--- config.mk ---
export PLATFORM = sky130hd
export DESIGN_NAME = stream_demux_reg
export DESIGN_NICKNAME = d
export VERILOG_FILES = /design/src/rtl/stream_demux_pkg.sv /design/src/rtl/demux_slot.sv /design/src/rtl/stream_demux_reg.sv
export SDC_FILE = /design/constraint.sdc
export NUM_CORES = 1
export LEC_CHECK = 0
export CAP_MARGIN = 10
export CORE_MARGIN = 5
export CORE_UTILIZATION = 40
export CTS_CLUSTER_DIAMETER = 200
export DETAILED_ROUTE_END_ITERATION = 6
export GPL_TIMING_DRIVEN = 0
export PLACE_DENSITY = 0.75
export REMOVE_ABC_BUFFERS = 1
export SYNTH_ARGS = -nofsm -noshare
export SYNTH_HDL_FRONTEND = slang
export SYNTH_SLANG_ARGS = --single-unit
--- constraint.sdc ---
create_clock -name clk -period 2.3 [get_ports clk]
set_input_delay 0.46 -clock clk [delete_from_list [all_inputs] [get_ports clk]]
set_output_delay 0.46 -clock clk [all_outputs]
set_load 0.05 [all_outputs]
--- src/rtl/stream_demux_pkg.sv ---
// rtl/stream_demux_pkg.sv - shared widths and helpers for the registered stream demux
package stream_demux_pkg;

    localparam int DEFAULT_DATA_W = 8;
    localparam int DEFAULT_NUM_CH = 8;
    localparam int DEFAULT_ERR_W  = 16;

    // Select width that never collapses to zero bits, even for a two-channel build.
    function automatic int clog2_min1(input int n);
        int w;
        w = 0;
        while ((1 << w) < n) begin
            w = w + 1;
        end
        if (w < 1) begin
            w = 1;
        end
        return w;
    endfunction

endpackage

--- src/rtl/demux_slot.sv ---
// rtl/demux_slot.sv - one-entry output register slice for a single demux channel
module demux_slot #(
    parameter int DATA_W = 8
) (
    input  logic              clk,
    input  logic              rst,
    input  logic              load,
    input  logic [DATA_W-1:0] load_data,
    input  logic              drain,
    output logic              full,
    output logic [DATA_W-1:0] data
);

    // Occupancy: a load wins over a drain on the same edge so streaming has no bubble.
    always_ff @(posedge clk or posedge rst) begin
        if (rst) begin
            full <= 1'b0;
        end else if (load) begin
            full <= 1'b1;
        end else if (drain) begin
            full <= 1'b0;
        end
    end

    // Payload only changes on load, so a stalled or empty slot keeps its last value.
    always_ff @(posedge clk or posedge rst) begin
        if (rst) begin
            data <= '0;
        end else if (load) begin
            data <= load_data;
        end
    end

endmodule

--- src/rtl/stream_demux_reg.sv ---
// rtl/stream_demux_reg.sv - 1-to-NUM_CH valid/ready demux with per-channel output registers
module stream_demux_reg
    import stream_demux_pkg::*;
#(
    parameter int DATA_W = DEFAULT_DATA_W,
    parameter int NUM_CH = DEFAULT_NUM_CH,
    parameter int SEL_W  = clog2_min1(NUM_CH),
    parameter int ERR_W  = DEFAULT_ERR_W
) (
    input  logic                     clk,
    input  logic                     rst,
    input  logic                     in_valid,
    output logic                     in_ready,
    input  logic [DATA_W-1:0]        in_data,
    input  logic [SEL_W-1:0]         in_sel,
    output logic [NUM_CH-1:0]        out_valid,
    input  logic [NUM_CH-1:0]        out_ready,
    output logic [NUM_CH*DATA_W-1:0] out_data,
    output logic [ERR_W-1:0]         drop_cnt
);

    logic [NUM_CH-1:0] sel_hit;
    logic [NUM_CH-1:0] full;
    logic [NUM_CH-1:0] load;
    logic [NUM_CH-1:0] drain;
    logic [DATA_W-1:0] slot_data [NUM_CH];
    logic              sel_legal;
    logic              sel_full;
    logic              sel_out_ready;
    logic              accept;
    logic              drop;

    // Selects past the last channel only exist when NUM_CH is not a power of two.
    generate
        if ((1 << SEL_W) == NUM_CH) begin : g_sel_full_range
            assign sel_legal = 1'b1;
        end else begin : g_sel_partial_range
            assign sel_legal = (in_sel < SEL_W'(NUM_CH));
        end
    endgenerate

    // One-hot decode of the destination channel; all zero for an illegal select.
    always_comb begin
        sel_hit = '0;
        for (int k = 0; k < NUM_CH; k++) begin
            sel_hit[k] = (in_sel == SEL_W'(k));
        end
    end

    // Occupancy and sink readiness of the selected channel, without out-of-range indexing.
    always_comb begin
        sel_full      = 1'b0;
        sel_out_ready = 1'b0;
        for (int k = 0; k < NUM_CH; k++) begin
            if (sel_hit[k]) begin
                sel_full      = full[k];
                sel_out_ready = out_ready[k];
            end
        end
    end

    // A slot can take a beat when empty or when it drains on this same edge.
    assign in_ready = !sel_legal || !sel_full || sel_out_ready;
    assign accept   = in_valid && in_ready;
    assign load     = {NUM_CH{accept && sel_legal}} & sel_hit;
    assign drain    = full & out_ready;
    assign drop     = in_valid && !sel_legal;

    // Saturating count of beats swallowed for an out-of-range select.
    always_ff @(posedge clk or posedge rst) begin
        if (rst) begin
            drop_cnt <= '0;
        end else if (drop && (drop_cnt != {ERR_W{1'b1}})) begin
            drop_cnt <= drop_cnt + ERR_W'(1);
        end
    end

    generate
        for (genvar k = 0; k < NUM_CH; k++) begin : g_slot
            demux_slot #(
                .DATA_W(DATA_W)
            ) u_slot (
                .clk      (clk),
                .rst      (rst),
                .load     (load[k]),
                .load_data(in_data),
                .drain    (drain[k]),
                .full     (full[k]),
                .data     (slot_data[k])
            );
            assign out_data[k*DATA_W +: DATA_W] = slot_data[k];
        end
    endgenerate

    assign out_valid = full;

endmodule

==> flow_summary.toml <==
[status]
status = "complete, no violations"

[cts]
clk_pin_slew_worst_paths_ns = 0.07
cts_tree = "done"
clockBufferDepth = 2
cts_hold_buf = 0
clock_latency_ns = 0.33
clock_sinks = 72
root_buffer = "clkbuf_8"
cts_buffers = 9
htree_levels = 3

[min_path]
hold_class = "flop to flop"
holdPathStages = 1

[sta]
fin_skew_ns = 0.00622
rsz0062_at_grt = "false"
max_freq_ghz = 0.450
period_share = 0.966
tightest_slew_ns = 0.869
finalHoldViolCount = 0
fin_crit_ns = 2.22
finalSetupViolCount = 0
drv_slew = 0
relSlewSlack = 0.420

[critical_path]
reg2regPathDepth = 3
path_cells = "clkdlybuf4s15_2 -> mux4_2 -> mux2_4 -> buf_8"
arrival_ns = 1.76
critPathBufInv = 2
end_kind = "primary output"
worstPathMaxFanout = 8
worstSetupPathType = "input port to primary output"
cp_slowest_cell = "mux4_2"
crit_cells = 4
path_delay_family = "multiplexers"
slowest_delay_ns = 0.54
cp.required_ns = 1.84
start_kind = "input port"

[routing]
routed_wirelength_microns = 6780
drtAntennaViolNets = 0
drtPass1Iterations = 4
post_drt_wl_per_cell_microns = 16.9
drt_iter0_markers = 49
vias_per_cell = 4.68
num_vias = 1877
drc = 0

[finish]
syn_to_final_growth_pct = 41.7
nets = 319
fin_util = 0.587
num-fill-cells = 598
n_antenna_cell = 0
mostFrequentLayoutCell = "clkdlybuf4s50_1"
drive_gt1_frac = 0.344
final_cell_mix = "clkdlybuf4s50_1 (83), dfrtp_1 (72), mux2_2 (64)"

[logic_synthesis]
synth_top_area_share = 0.597
synth.cell_area_sq_um = 3020
ys_seq_elements = 72
synth.yosys.seq_area_share = 0.597
ys_types = 19
netlist_instances = 198
synth_area_per_cell_sq_um = 15.2
ys_warn_count = 0
synthTopCellsByArea = "dfrtp_1 (60%), mux2_2 (24%), buf_4 (6.0%), nand2b_1 (1.7%), nor4b_4 (1.6%)"
synth_area_leader_cell = "dfrtp_1"

[floorplanning]
start_util = 0.414
fp.coreArea_sq_um = 7290
die_h_microns = 96.9
die_x_microns = 96.9
die_area_sq_um = 9380
rows = 31
io_pins = 111

[run]
maxCapViolations = 0

[grt]
grt-ovfl-total = 0
grt_max_degree = 73
grt_pass1_wl_microns = 11000
grt_usage = 0.148
grt_pass1_vias = 2021
antenna_found_initial = 0

[power]
p_leak_nw = 1.86
power.density_nw_per_um2 = 1130
total_power_w = 0.00483
ir_drop_v = 0.000438

[placement]
port_buffers = 94
place_hpwl_microns = 4820
place_congestion = 0.740
final timing paths:
kind	endpoint	slack [ns]	from
worst max-delay path	in_ready	0.08	in_sel[0]
worst min-delay path	g_slot[2].u_slot.data[4]$_DFFE_PP0P_	0.51	g_slot[2].u_slot.data[4]$_DFFE_PP0P_
worst max register to register	g_slot[6].u_slot.data[5]$_DFFE_PP0P_	0.55	g_slot[6].u_slot.full$_DFFE_PP0P_
worst min register to register	g_slot[2].u_slot.data[4]$_DFFE_PP0P_	0.51	g_slot[2].u_slot.data[4]$_DFFE_PP0P_
max in group asynchronous	g_slot[7].u_slot.data[0]$_DFFE_PP0P_	1.06	rst
min in group asynchronous	g_slot[4].u_slot.data[4]$_DFFE_PP0P_	0.66	rst
worst register-to-register path: stages, from the launching register on:
cell	delay, ns
dfrtp_1	0.40
nor2b_1	0.17
nor4b_4	0.66
mux2_2	0.41
where the power goes:
part / switching, W / internal [W] / leakage (nW)
sequential: 0.000137 / 0.00153 / 0.876
clock: 0.000474 / 0.000756 / 0.123
combinational: 0.00127 / 0.000671 / 0.861
total: 0.00188 / 0.00295 / 1.86
Yosys cell counts:
cell / n
dfrtp_1: 72
conb_1: 1
mux2_2: 65
nand4_1: 1
buf_2: 2
inv_1: 1
nor4b_4: 2
nand2_1: 5
nand2b_1: 8
nand3_1: 1
nor2_1: 1
buf_4: 24
nor3b_4: 2
nand4b_1: 2
mux4_2: 2
nor2b_1: 4
o21ai_0: 1
or2_2: 3
nand2_2: 1
layout make-up:
type	count	area [sq um]	share of cell area
sequential	72	1800	0.421
multi-input combinational	114	1120	0.262
timing repair buffer	99	973	0.228
clock buffer	10	138	0.0322
tap	99	124	0.0290
clock inverter	6	115	0.0269
inverter	1	6.26	0.00146
flip-flops by register name, summed over array words and instances (netlist names):
register            cells
g_slot.u_slot.data     64
g_slot.u_slot.full      8
through the flow:
stage | TNS, ns | instance area (sq um) | setup slack, ns | hold slack, ns | std cells
3_3_place_gp | -91.88 | 3950 | -1.17 | 0.487 | 380
6_report | 0 | 4280 | 0.0787 | 0.508 | 401
5_1_grt | 0 | 4280 | 0.0459 | 0.526 | 401
2_1_floorplan | 0 | 2880 | 0.0151 | 0.611 | 187
4_1_cts | 0 | 4280 | 0.0805 | 0.509 | 401
3_5_place_dp | -8.52 | 3950 | -0.874 | 0.492 | 380
logic make-up after synthesis:
logic type             synth area share
multiplexers                      0.257
AND/OR/NAND/NOR                  0.0784
AO/OA/AOI/OAI                   0.00166
other                           0.00124
flip-flops                        0.597
buffers and inverters            0.0643
per-layer routing:
layer | GRT usage | up-vias | wire length [microns]
met1 | 0.183 | 951 | 2930
met3 | 0.0525 | 2 | 479
met4 | 0.0486 | 0 | 20
met2 | 0.242 | 79 | 3350
li1 | - | 845 | -
met5 | 0 | - | 0
repair_timing:
action                     in CTS  in global routing
setup endpoints to repair       1                  0
gates resized for setup        26                  0
buffers inserted                5                  0
Note: power is estimated with default switching activity, not from simulation.
